`config.mk`:
```
export PLATFORM = sky130hd
export DESIGN_NAME = mod_const_mul_seq_flat
export DESIGN_NICKNAME = d
export VERILOG_FILES = /design/src/rtl/mod_const_mul_seq_if.sv /design/src/rtl/mod_const_mul_seq.sv /design/src/flat_wrapper.sv
export SDC_FILE = /design/constraint.sdc
export NUM_CORES = 1
export LEC_CHECK = 0
export BUFFER_PORTS_ARGS = -buffer_cell sky130_fd_sc_hd__buf_4
export CAP_MARGIN = 30
export CORE_MARGIN = 2
export CORE_UTILIZATION = 55
export DETAILED_ROUTE_END_ITERATION = 8
export GPL_TIMING_DRIVEN = 0
export HOLD_SLACK_MARGIN = 0.1
export PLACE_DENSITY = 0.76
export SYNTH_ARGS = -nofsm -noshare
export SYNTH_HDL_FRONTEND = slang
export SYNTH_SLANG_ARGS = --single-unit
```
`constraint.sdc`:
```
create_clock -name clk -period 2.75 [get_ports clk]
set_input_delay 0.1375 -clock clk [delete_from_list [all_inputs] [get_ports clk]]
set_output_delay 0.1375 -clock clk [all_outputs]
set_load 0.01 [all_outputs]
```
`src/rtl/mod_const_mul_seq_if.sv`:
```
// Operand/result valid-ready channels for mod_const_mul_seq.
// out_err exists only when MODCALC_ERR_EN is defined.
interface mod_const_mul_seq_if #(
    parameter int W = 6,
    parameter int M = 47
);
    localparam int MW = $clog2(M);

    logic          in_valid;
    logic          in_ready;
    logic [W-1:0]  in_x;
    logic          out_valid;
    logic          out_ready;
    logic [MW-1:0] out_z;
`ifdef MODCALC_ERR_EN
    logic          out_err;

    modport master (
        output in_valid, in_x, out_ready,
        input  in_ready, out_valid, out_z, out_err
    );
    modport slave (
        input  in_valid, in_x, out_ready,
        output in_ready, out_valid, out_z, out_err
    );
`else
    modport master (
        output in_valid, in_x, out_ready,
        input  in_ready, out_valid, out_z
    );
    modport slave (
        input  in_valid, in_x, out_ready,
        output in_ready, out_valid, out_z
    );
`endif
endinterface

```
`src/rtl/mod_const_mul_seq.sv`:
```
// Sequential z = (x*K) mod M, MSB-first shift-add, one operand bit per cycle.
// Optional MODCALC_ERR_EN adds out_err flagging non-canonical operands (x >= M).
module mod_const_mul_seq #(
    parameter int W = 6,
    parameter int M = 47,
    parameter int K = 77
) (
    input  logic               clk,
    input  logic               rst_n,
    mod_const_mul_seq_if.slave bus
);
    // state | meaning
    // IDLE  | ready for an operand
    // RUN   | one Horner step per cycle, MSB first
    // DONE  | result held until downstream accepts it
    localparam int MW = $clog2(M);
    localparam int KR = K % M;
    localparam int CW = (W > 1) ? $clog2(W) : 1;
    localparam logic [MW:0]   M_V     = (MW + 1)'(M);
    localparam logic [MW:0]   KR_V    = (MW + 1)'(KR);
    localparam logic [CW-1:0] CNT_TOP = CW'(W - 1);

    typedef enum logic [1:0] {IDLE, RUN, DONE} state_t;

    state_t        state;
    logic [W-1:0]  x_sr;
    logic [CW-1:0] cnt;
    logic [MW:0]   acc;
    logic [MW-1:0] z_reg;
    logic [MW:0]   t_dbl, t_red, t_add, t_next;

    // acc < M keeps every intermediate below 2M, so MW+1 bits never overflow.
    always_comb begin
        t_dbl  = acc << 1;
        t_red  = (t_dbl >= M_V) ? t_dbl - M_V : t_dbl;
        t_add  = t_red + KR_V;
        t_next = t_red;
        if (x_sr[W-1]) begin
            t_next = (t_add >= M_V) ? t_add - M_V : t_add;
        end
    end

`ifdef MODCALC_ERR_EN
    localparam int XW = (W > MW + 1) ? W : MW + 1;
    logic err_flag;
    logic err_out;

    always_ff @(posedge clk or negedge rst_n) begin
        if (!rst_n) begin
            err_flag <= 1'b0;
            err_out  <= 1'b0;
        end else begin
            if (state == IDLE && bus.in_valid) begin
                err_flag <= (XW'(bus.in_x) >= XW'(M));
            end
            if (state == RUN && cnt == '0) begin
                err_out <= err_flag;
            end else if (state == DONE && bus.out_ready) begin
                err_out <= 1'b0;
            end
        end
    end

    assign bus.out_err = err_out;
`endif

    always_ff @(posedge clk or negedge rst_n) begin
        if (!rst_n) begin
            state <= IDLE;
            x_sr  <= '0;
            cnt   <= '0;
            acc   <= '0;
            z_reg <= '0;
        end else begin
            case (state)
                IDLE: begin
                    if (bus.in_valid) begin
                        x_sr  <= bus.in_x;
                        acc   <= '0;
                        cnt   <= CNT_TOP;
                        state <= RUN;
                    end
                end
                RUN: begin
                    x_sr <= x_sr << 1;
                    acc  <= t_next;
                    if (cnt == '0) begin
                        z_reg <= t_next[MW-1:0];
                        state <= DONE;
                    end else begin
                        cnt <= cnt - 1'b1;
                    end
                end
                DONE: begin
                    if (bus.out_ready) begin
                        state <= IDLE;
                    end
                end
                default: state <= IDLE;
            endcase
        end
    end

    assign bus.in_ready  = (state == IDLE);
    assign bus.out_valid = (state == DONE);
    assign bus.out_z     = z_reg;
endmodule

```
`src/flat_wrapper.sv`:
```
// flat-port wrapper written by rule: the top's interface ports become plain ports
module mod_const_mul_seq_flat 
#(
    parameter int W = 6,
    parameter int M = 47,
    parameter int K = 77
)
  (clk, rst_n, bus_in_valid, bus_in_x, bus_out_ready, bus_in_ready, bus_out_valid, bus_out_z);
  mod_const_mul_seq_if #(.W(W), .M(M)) bus_i ();
  input  logic clk;
  input  logic rst_n;
  input wire logic [$bits(bus_i.in_valid)-1:0] bus_in_valid;
  input wire logic [$bits(bus_i.in_x)-1:0] bus_in_x;
  input wire logic [$bits(bus_i.out_ready)-1:0] bus_out_ready;
  output wire logic [$bits(bus_i.in_ready)-1:0] bus_in_ready;
  output wire logic [$bits(bus_i.out_valid)-1:0] bus_out_valid;
  output wire logic [$bits(bus_i.out_z)-1:0] bus_out_z;
  assign bus_i.in_valid = bus_in_valid;
  assign bus_i.in_x = bus_in_x;
  assign bus_i.out_ready = bus_out_ready;
  assign bus_in_ready = bus_i.in_ready;
  assign bus_out_valid = bus_i.out_valid;
  assign bus_out_z = bus_i.out_z;
  mod_const_mul_seq #(.W(W), .M(M), .K(K)) u_core (.clk(clk), .rst_n(rst_n), .bus(bus_i));
endmodule
```
Word-level counts from Yosys, hierarchy flattened
Index checks and enable logic that the tools add are counted.
- bits of input ports: 10
- logic and storage cells: 38
- bits in registers: 23
- add/sub/neg operators: 4
- multiplexer cells: 14
- eq/ne operators: 6
- order comparisons: 2
- reduce and logical (&&, ||, !) cells: 7
- operators by type and width (cell ; count):
    two-way mux 6 bit ; 4
    one-hot mux 6 bit (2 select lines) ; 2
    greater-or-equal comparator 7 x 6 -> 1 bit, second input constant ; 2
    adder 7 x 5 -> 7 bit, second input constant ; 1
    two-way mux 7 bit ; 1
    subtractor 7 x 6 -> 7 bit, second input constant ; 1
    two-way mux 2 bit ; 3
    two-way mux 3 bit ; 2
    != test 2 bit, second input constant ; 3
    one-hot mux 2 bit (3 select lines) ; 1
    one-hot mux 3 bit (2 select lines) ; 1
    AND reduction 3 bit ; 2
    subtractor 6 bit, second input constant ; 1
    AND reduction 2 bit ; 2
    logical NOT 3 bit ; 1
    subtractor 3 x 1 -> 3 bit, second input constant ; 1
    == test 2 x 1 -> 1 bit, second input constant ; 1
    == test 2 bit, second input constant ; 1
    logical NOT 2 bit ; 1
    != test 2 x 1 -> 1 bit, second input constant ; 1
    nonzero test 2 bit ; 1

Logic depth before layout (Yosys ltp)
Gate-level depths: netlist of run 1.
- depth after elaboration: 7
- mapped depth: 10
- gate-level depth less buffers: 9

Worst setup path before layout of run 1
No wires, ideal clock.
- kind: reg-to-reg
- start: register u_core.acc[3]
- end: register u_core.z_reg[0], in the netlist u_core.bus.out_z[0]
- period minus slack after synthesis: 2.210 ns
- slack: 0.540 ns
- cell stages (with the launch flop): 11
- arrival: 2.085 ns
- path through: dfrtp_1 -> buf_2 -> a21o_1 -> ha_1 -> nor2b_1 -> a21oi_1 -> o2bb2a_1 -> o22ai_2 -> nand2_1 -> xnor2_1 -> mux2_2
- cells in the longest elaborated chain, start to end: 6
- elaborated cells on any way between the ends: 8
- classes of those cells: add/sub (3); order compare (2); mux (3)
- RTL lines (element ; RTL line ; RTL):
    start: declaration ; mod_const_mul_seq.sv:28 ; logic [MW:0] acc;
    start signal: assignment ; mod_const_mul_seq.sv:86 ; acc <= t_next;
    subtractor 7 x 6 -> 7 bit / greater-or-equal comparator 7 x 6 -> 1 bit (equally long branches) ; mod_const_mul_seq.sv:35 ; t_red = (t_dbl >= M_V) ? t_dbl - M_V : t_dbl;
    two-way mux 7 bit (*) ; mod_const_mul_seq.sv:35 ;
    adder 7 x 5 -> 7 bit ; mod_const_mul_seq.sv:36 ; t_add = t_red + KR_V;
    greater-or-equal comparator 7 x 6 -> 1 bit / subtractor 6 bit (equally long branches) ; mod_const_mul_seq.sv:39 ; t_next = (t_add >= M_V) ? t_add - M_V : t_add;
    two-way mux 6 bit ; mod_const_mul_seq.sv:39 ;
    two-way mux 6 bit (*) ; mod_const_mul_seq.sv:38 ; if (x_sr[W-1]) begin
    end signal: assignment ; mod_const_mul_seq.sv:88 ; z_reg <= t_next[MW-1:0];
    end: declaration ; mod_const_mul_seq.sv:29 ; logic [MW-1:0] z_reg;
Every way passes the cells marked *; elsewhere a longest branch is shown, timed or not.
A chain may end at the register's enable or synchronous reset.

Worst setup path in the final report of run 1
Same ends and word-level chain as after synthesis.

==> summary.txt, run 1 <==
Status
  – Run status: finished, final reports clean

Clock network
  – Clock transition at the register clock pins on the worst setup and hold paths after CTS: 0.13 ns
  – H-tree depth: 1
  – Postcts setup bufs: 0
  – Clock sinks: 23
  – Worst-skew pair later-pin latency: 0.31 ns
  – Clk root buf: sky130_fd_sc_hd__clkbuf_4
  – Number of buffers created by CTS: 3
  – CTS tree: done
  – Max Buffers Root-to-Sink: 2

Timing
  – Final count of pins violating max slew: 0
  – Total negative slack for setup checks: 0 ns
  – Final period demand of the worst path: 2.522 ns
  – Headroom to the max-slew limit: 0.5784
  – Fin Clk Skew: 0.009627 ns
  – Period Utilization, post-route: 0.9170
  – Setup repair after global routing missed its margin: false
  – Count of endpoints failing hold in the final timing report: 0
  – Worst-Margin Slew: 0.6310 ns
  – Final setup vio count: 0
  – Maximum clock frequency: 396.6 MHz

Floorplanning
  – Die area: 3384 um2
  – Core Footprint: 2781 um2
  – Io pins: 18
  – Effective utilization at floorplan: 0.5803
  – Floorplan die width: 58.17 um
  – Row cnt: 19
  – Die span in y: 58.17 um

Setup path
  – Length in cells of the worst reg-to-reg path: 10
  – Category of cells accounting for the largest share of critical-path delay: compound AO/OA/AOI/OAI gates
  – Highest fanout seen on the critical path: 10
  – Worst path bufs/invs: 1
  – Critical Path, Cell by Cell: buf_2 -> a21o_2 -> ha_1 -> nor2b_1 -> a21oi_1 -> o2bb2a_1 -> o22ai_2 -> nand2_1 -> xnor2_1 -> mux2_2
  – Origin of the critical flop-to-flop path: u_core.acc[3]
  – Largest stage delay, worst path: 0.42 ns
  – Reg2Reg Capture Point: u_core.bus.out_z[0]
  – Type of the worst setup path: reg -> reg
  – Crit path depth: 10
  – Master of the slowest instance on the critical path: sky130_fd_sc_hd__dfrtp_1
  – Signal arrival time at the worst endpoint: 2.73 ns
  – Category of the worst setup path capture point: register
  – Required time of the worst setup path: 2.96 ns
  – Register-to-register setup slack: 0.23 ns
  – CP Launch Type: register

Cells and area
  – Leading cell types in the layout, fill and taps excluded: 23 x sky130_fd_sc_hd__dfrtp_1, 20 x sky130_fd_sc_hd__nand2_1, 17 x sky130_fd_sc_hd__buf_4, 12 x sky130_fd_sc_hd__nor2_1, 11 x sky130_fd_sc_hd__o21ai_0
  – Filler cell count in the final layout: 233
  – Area growth from synthesis to final layout: 13.49%
  – Antenna Cells: 0
  – Post-layout nets: 212
  – Core Util, Final: 0.6586
  – Leading cell type in the layout, fill and taps excluded: sky130_fd_sc_hd__dfrtp_1
  – Layout cell share with drive strength beyond 1: 0.2154

Place
  – Final HPWL DP: 2.601 mm
  – Input/output buffers: 17
  – Routability cong.: 0.8872

Synthesis
  – Number of different library cells in the post-synthesis netlist: 54
  – Number of nets produced by synthesis: 188
  – Cell area after synthesis: 1614 um2
  – Fraction of registers with async set/reset: 1.000
  – Count of flip-flops with a built-in enable after synthesis: 0
  – FF+latch count, synth: 23
  – Yosys warning total: 0
  – Seq/Total Area, Yosys: 0.3566
  – Mapped Cells: 172
  – Dominant synthesized flop cell: sky130_fd_sc_hd__dfrtp_1
  – Mean Syn Cell Area: 9.384 um2

Global routing
  – Maximum number of pins on one net before global-route repair: 24
  – Global-route wire length before repair: 6.065 mm
  – Number of antenna violations at the first check in global routing: 0
  – Total Routing Usage GR: 0.2322
  – Global-route congestion overflow total: 0
  – Via count of the first global-routing pass: 1374

Route
  – Antenna violation net count after detailed routing: 0
  – DRT iter0 DRCs: 91
  – Number of remaining DRC errors: 0
  – Number of iterations in the first detailed-routing pass: 4
  – Drt wl/cell: 14.83 um
  – Via/cell ratio: 5.991
  – Vias: 1354
  – Wire length after detailed routing: 3.352 mm

Hold path
  – Path type of the worst min-delay path: in -> reg
  – Hold-critical path depth: 3
  – Hold Crit Endpoint: u_core.x_sr[2]
  – HP Start: bus_in_x[2]

Power and ir drop
  – VDD IR-drop max: 908.9 uV
  – Overall Power: 0.002567 W
  – Static Leak: 0.8422 nW
  – Cell area power density: 1401 nW/um2

Run
  – MaxCap Viol Count: 0
## layer usage
| layer | vias to the layer above | wire length, um | track usage |
|---|---|---|---|
| li1 | 670 | - | - |
| met1 | 649 | 1440 | 0.3065 |
| met2 | 31 | 1747 | 0.4010 |
| met3 | 4 | 128 | 0.01339 |
| met4 | 0 | 37 | 0.08970 |
| met5 | - | 0 | 0 |
## area by class of cell
cell class	instances	area, um2	area share
Multi-Input combinational cell	136	977.2	0.5335
Sequential cell	23	575.6	0.3142
Timing Repair Buffer	19	147.6	0.08060
Buffer	6	38.79	0.02117
Tap cell	31	38.79	0.02117
Inverter	7	26.28	0.01434
Clock buffer	3	22.52	0.01230
Clock inverter	1	5.005	0.002732
## worst max path at each step
| stage | from | end | slack, ns |
|---|---|---|---|
| after floorplan | u_core.acc[3] | u_core.bus.out_z[0] | 0.54 |
| after global placement | u_core.acc[3] | u_core.bus.out_z[0] | 0.27 |
| after detailed placement | u_core.acc[3] | u_core.bus.out_z[0] | 0.18 |
| after CTS | u_core.acc[3] | u_core.bus.out_z[0] | 0.15 |
| after global routing | u_core.acc[0] | u_core.bus.out_z[1] | 0.07 |
| final | u_core.acc[3] | u_core.bus.out_z[0] | 0.23 |
## report_power, final
part | internal (W) | switching [W] | total (W)
clock | 0.0000543 | 0.000102 | 0.000156
combinational | 0.000809 | 0.000960 | 0.00177
sequential | 0.000499 | 0.000143 | 0.000642
## per-stage QoR
| stage | setup WS (ns) | instance area [um2] | hold WS [ns] | instances |
|---|---|---|---|---|
| CTS | 0.1532 | 1828 | 0.1160 | 226 |
| global placement | 0.2658 | 1780 | 0.03880 | 220 |
| detailed placement | 0.1811 | 1780 | 0.05104 | 220 |
| floorplan | 0.5405 | 1614 | -0.1581 | 172 |
| global route | 0.06581 | 1832 | 0.1305 | 226 |
| finish | 0.2283 | 1832 | 0.1101 | 226 |
## registers in the layout, summed over array words and instances (netlist names)
name              count
u_core.acc            6
u_core.state          2
u_core.bus.out_z      6
u_core.x_sr           6
u_core.cnt            3
## cell usage after synthesis (all sizes together), types with 2 or more instances
cell type | n | area, um2
dfrtp | 23 | 575.6
mux2 | 3 | 37.53
or2 | 2 | 12.52
nand2 | 20 | 75.07
a21oi | 8 | 40.04
and3 | 4 | 25.02
o41ai | 2 | 32.53
buf | 3 | 27.52
ha | 6 | 75.07
a32oi | 2 | 36.29
o32ai | 2 | 25.03
nor2b | 7 | 43.79
mux2i | 10 | 100.1
a21o | 2 | 15.01
or3 | 2 | 17.52
o22ai | 2 | 18.77
xnor2 | 2 | 17.52
nand3 | 4 | 20.02
and2b | 2 | 15.01
and2 | 2 | 12.51
o21ai | 14 | 73.82
a22o | 3 | 27.53
nor3 | 4 | 30.03
clkbuf | 3 | 11.26
nor2 | 12 | 45.04
nand2b | 4 | 25.02
nor3b | 2 | 15.01
inv | 7 | 26.28
## what timing repair did
action | in CTS | in global routing
resized for setup | 0 | 2
setup endpoints to repair | 0 | 4
endpoints found under the hold margin | 24 | 0
hold buffers | 2 | 0
## worst register-to-register path, stage by stage, from the launching register on
cell                       delay (ns)
sky130_fd_sc_hd__dfrtp_1         0.42
sky130_fd_sc_hd__buf_2           0.23
sky130_fd_sc_hd__a21o_2          0.24
sky130_fd_sc_hd__ha_1            0.18
sky130_fd_sc_hd__nor2b_1         0.25
sky130_fd_sc_hd__a21oi_1         0.06
sky130_fd_sc_hd__o2bb2a_1        0.30
sky130_fd_sc_hd__o22ai_2         0.18
sky130_fd_sc_hd__nand2_1         0.11
sky130_fd_sc_hd__xnor2_1         0.18
sky130_fd_sc_hd__mux2_2          0.28
## cells by family after synthesis
kind of cell / synth area share
compound gates: 0.2295
xor+xnor: 0.01628
flops: 0.3566
simple gates: 0.2256
buf+inv: 0.04031
fa+ha+maj: 0.04651
mux: 0.08527
Power figures use the tool's default switching activity.
==> run 2: changes to the inputs <==
Settings changed: CORE_UTILIZATION 55 to 50, PLACE_DENSITY 0.76 to 0.7.
Clock period 2.75 ns to 2.55 ns, I/O delays scaled along.
==> run 2 against run 1 <==
Against the previous run: combinational power up 11%; routed wire length up 0.57%; core utilization down 3.6 points.
==> summary.txt, run 2 (same netlist as run 1, synthesis figures left out) <==
Run
  – MaxCap Viol Count: 0 (unchanged)

Setup path
  – Highest fanout seen on the critical path: 6 (-4)
  – Largest stage delay, worst path: 0.47 ns (+0.05 ns)
  – Worst path bufs/invs: 0 (-1)
  – Library cell appearing most often on the critical path: sky130_fd_sc_hd__mux2i_1
  – Category of cells accounting for the largest share of critical-path delay: multiplexers
  – Signal arrival time at the worst endpoint: 2.71 ns (-0.02 ns)
  – Category of the worst setup path capture point: register
  – CP Launch Type: register
  – Master of the slowest instance on the critical path: sky130_fd_sc_hd__nor3_2
  – Type of the worst setup path: reg -> reg
  – Required time of the worst setup path: 2.77 ns (-0.19 ns)
  – Critical Path, Cell by Cell: nor3_2 -> mux2i_1 -> o2111ai_2 -> o32ai_2 -> mux2i_1 -> xnor2_1 -> mux2_4

Clock network
  – Worst-skew pair later-pin latency: 0.32 ns (about the same)
  – CTS tree: done
  – Clk root buf: sky130_fd_sc_hd__clkbuf_4
  – H-tree depth: 1 (unchanged)
  – Clock transition at the register clock pins on the worst setup and hold paths after CTS: 0.13 ns (about the same)
  – Clock sinks: 23 (unchanged)
  – Number of buffers created by CTS: 3 (unchanged)
  – Max Buffers Root-to-Sink: 2 (unchanged)

Floorplanning
  – Floorplan die width: 60.82 um (+4.5%)
  – Die span in y: 60.82 um (+4.5%)
  – Row cnt: 20 (+1)
  – Effective utilization at floorplan: 0.5287 (-0.05161)
  – Die area: 3698 um2 (+9.3%)
  – Core Footprint: 3053 um2 (+9.8%)
  – Io pins: 18 (unchanged)

Status
  – Run status: finished, final reports clean

Route
  – Vias: 1347 (-0.52%)
  – Number of remaining DRC errors: 0 (unchanged)
  – Number of iterations in the first detailed-routing pass: 4 (unchanged)
  – Antenna violation net count after detailed routing: 0 (unchanged)
  – DRT iter0 DRCs: 67 (-26%)
  – Via/cell ratio: 5.566 (-7.1%)
  – Wire length after detailed routing: 3.371 mm (+0.57%)
  – Drt wl/cell: 13.93 um (-6.1%)

Timing
  – Headroom to the max-slew limit: 0.6011 (+0.02265)
  – Maximum clock frequency: 402.2 MHz (+1.4%)
  – Final period demand of the worst path: 2.486 ns (-0.03520 ns)
  – Total negative slack for setup checks: 0 ns (unchanged)
  – Final count of pins violating max slew: 0 (unchanged)
  – Final setup vio count: 0 (unchanged)
  – Setup repair after global routing missed its margin: false
  – Hold slack final: 0.09540 ns (-0.01466 ns)
  – Worst-Margin Slew: 0.5984 ns (-0.03267 ns)
  – Count of endpoints failing hold in the final timing report: 0 (unchanged)
  – Final worst setup slack: 0.06352 ns (-0.1648 ns)
  – Fin Clk Skew: 0.01098 ns (+0.001351 ns)
  – Period Utilization, post-route: 0.9751 (+0.05812)

Place
  – Placement-stage cell area: 1797 um2 (+0.91%)
  – Final HPWL DP: 2.575 mm (-1.0%)
  – Routability cong.: 0.8557 (-3.6%)
  – Input/output buffers: 17 (unchanged)
  – Worst Setup Slack post-DPL: 0.04327 ns (-0.1378 ns)

Power and ir drop
  – Static Leak: 0.8587 nW (+2.0%)
  – VDD IR-drop max: 619.2 uV (-32%)
  – Cell area power density: 1484 nW/um2 (+5.9%)

Cells and area
  – Leading cell type in the layout, fill and taps excluded: sky130_fd_sc_hd__dfrtp_1
  – Area growth from synthesis to final layout: 17.67%
  – Post-layout nets: 215 (+1.4%)
  – Leading cell types in the layout, fill and taps excluded: 23 x sky130_fd_sc_hd__dfrtp_1, 20 x sky130_fd_sc_hd__nand2_1, 17 x sky130_fd_sc_hd__buf_4, 12 x sky130_fd_sc_hd__nor2_1, 11 x sky130_fd_sc_hd__o21ai_0
  – Antenna Cells: 0 (unchanged)
  – Final standard cell area without fillers: 1899 um2 (+3.7%)
  – Filler cell count in the final layout: 286 (+23%)
  – Layout cell share with drive strength beyond 1: 0.2273 (+0.01189)

Global routing
  – Global-route wire length before repair: 5.768 mm (-4.9%)
  – Maximum number of pins on one net before global-route repair: 24 (unchanged)
  – Total Routing Usage GR: 0.2041 (-0.02815)
  – Global-route congestion overflow total: 0 (unchanged)
  – Number of antenna violations at the first check in global routing: 0 (unchanged)
  – Via count of the first global-routing pass: 1330 (-3.2%)

Hold path
  – Path type of the worst min-delay path: in -> reg
-- run 2: path summary, 6_finish.rpt --
kind	startpoint	end	slack, ns	cells past startpoint
setup / recovery	u_core.acc[1]	u_core.bus.out_z[4]	0.06	7
hold / removal	bus_in_x[2]	u_core.x_sr[2]	0.1	3
setup reg to reg	u_core.acc[1]	u_core.bus.out_z[4]	0.06	7
hold reg to reg	u_core.cnt[0]	u_core.cnt[0]	0.49	1
max in group asynchronous	rst_n	u_core.bus.out_z[3]	2.10	2
min in group asynchronous	rst_n	u_core.x_sr[1]	0.21	2
-- run 2: timing repair --
action	in CTS	in global routing
endpoints found under the hold margin	27	0
buffers inserted	0	0
gates cloned	0	0
endpoints found under the setup margin	1	11
resized for setup	1	5
hold buffers	5	0
-- run 2: area by class of cell --
cell class | instances | area [um2] | area share
well taps | 44 | 55.05 | 0.02899
clock inverters | 1 | 5.005 | 0.002635
clock buffers | 3 | 22.52 | 0.01186
repair buffers | 22 | 177.7 | 0.09354
flip-flops and latches | 23 | 575.6 | 0.3030
multi-input cells | 136 | 998.5 | 0.5257
plain buffers | 6 | 38.79 | 0.02042
inverters | 7 | 26.28 | 0.01383
-- run 2: per-layer routing --
layer | up-vias | global-route usage | wire length [um]
li1 | 676 | - | -
met1 | 646 | 0.2691 | 1591
met2 | 20 | 0.3579 | 1668
met3 | 5 | 0.01279 | 68
met4 | 0 | 0.06522 | 42
met5 | - | 0 | 0
-- run 2: worst register-to-register path, delay by kind of cell, from the launching register on --
family | cells | cell delay (ns)
compound gates | 2 | 0.57
xor+xnor | 1 | 0.11
flops | 1 | 0.46
mux | 3 | 0.79
simple gates | 1 | 0.47
-- run 2: where the power goes --
group	switching [W]	total [W]	leakage, nW	internal (W)
Sequential	0.000152	0.000691	0.286	0.000538
Combinational	0.00106	0.00196	0.555	0.000902
Clock	0.000110	0.000169	0.0177	0.0000587
Total	0.00132	0.00282	0.859	0.00150
-- run 2: per-stage QoR --
stage / instances / total power [W] / utilization
floorplan: 172 / 0.002162 / -
global placement: 233 / 0.002531 / 0.5885
detailed placement: 233 / 0.002596 / 0.5885
CTS: 242 / 0.002788 / 0.6164
global route: 242 / 0.003062 / 0.6221
finish: 242 / 0.002819 / 0.6221
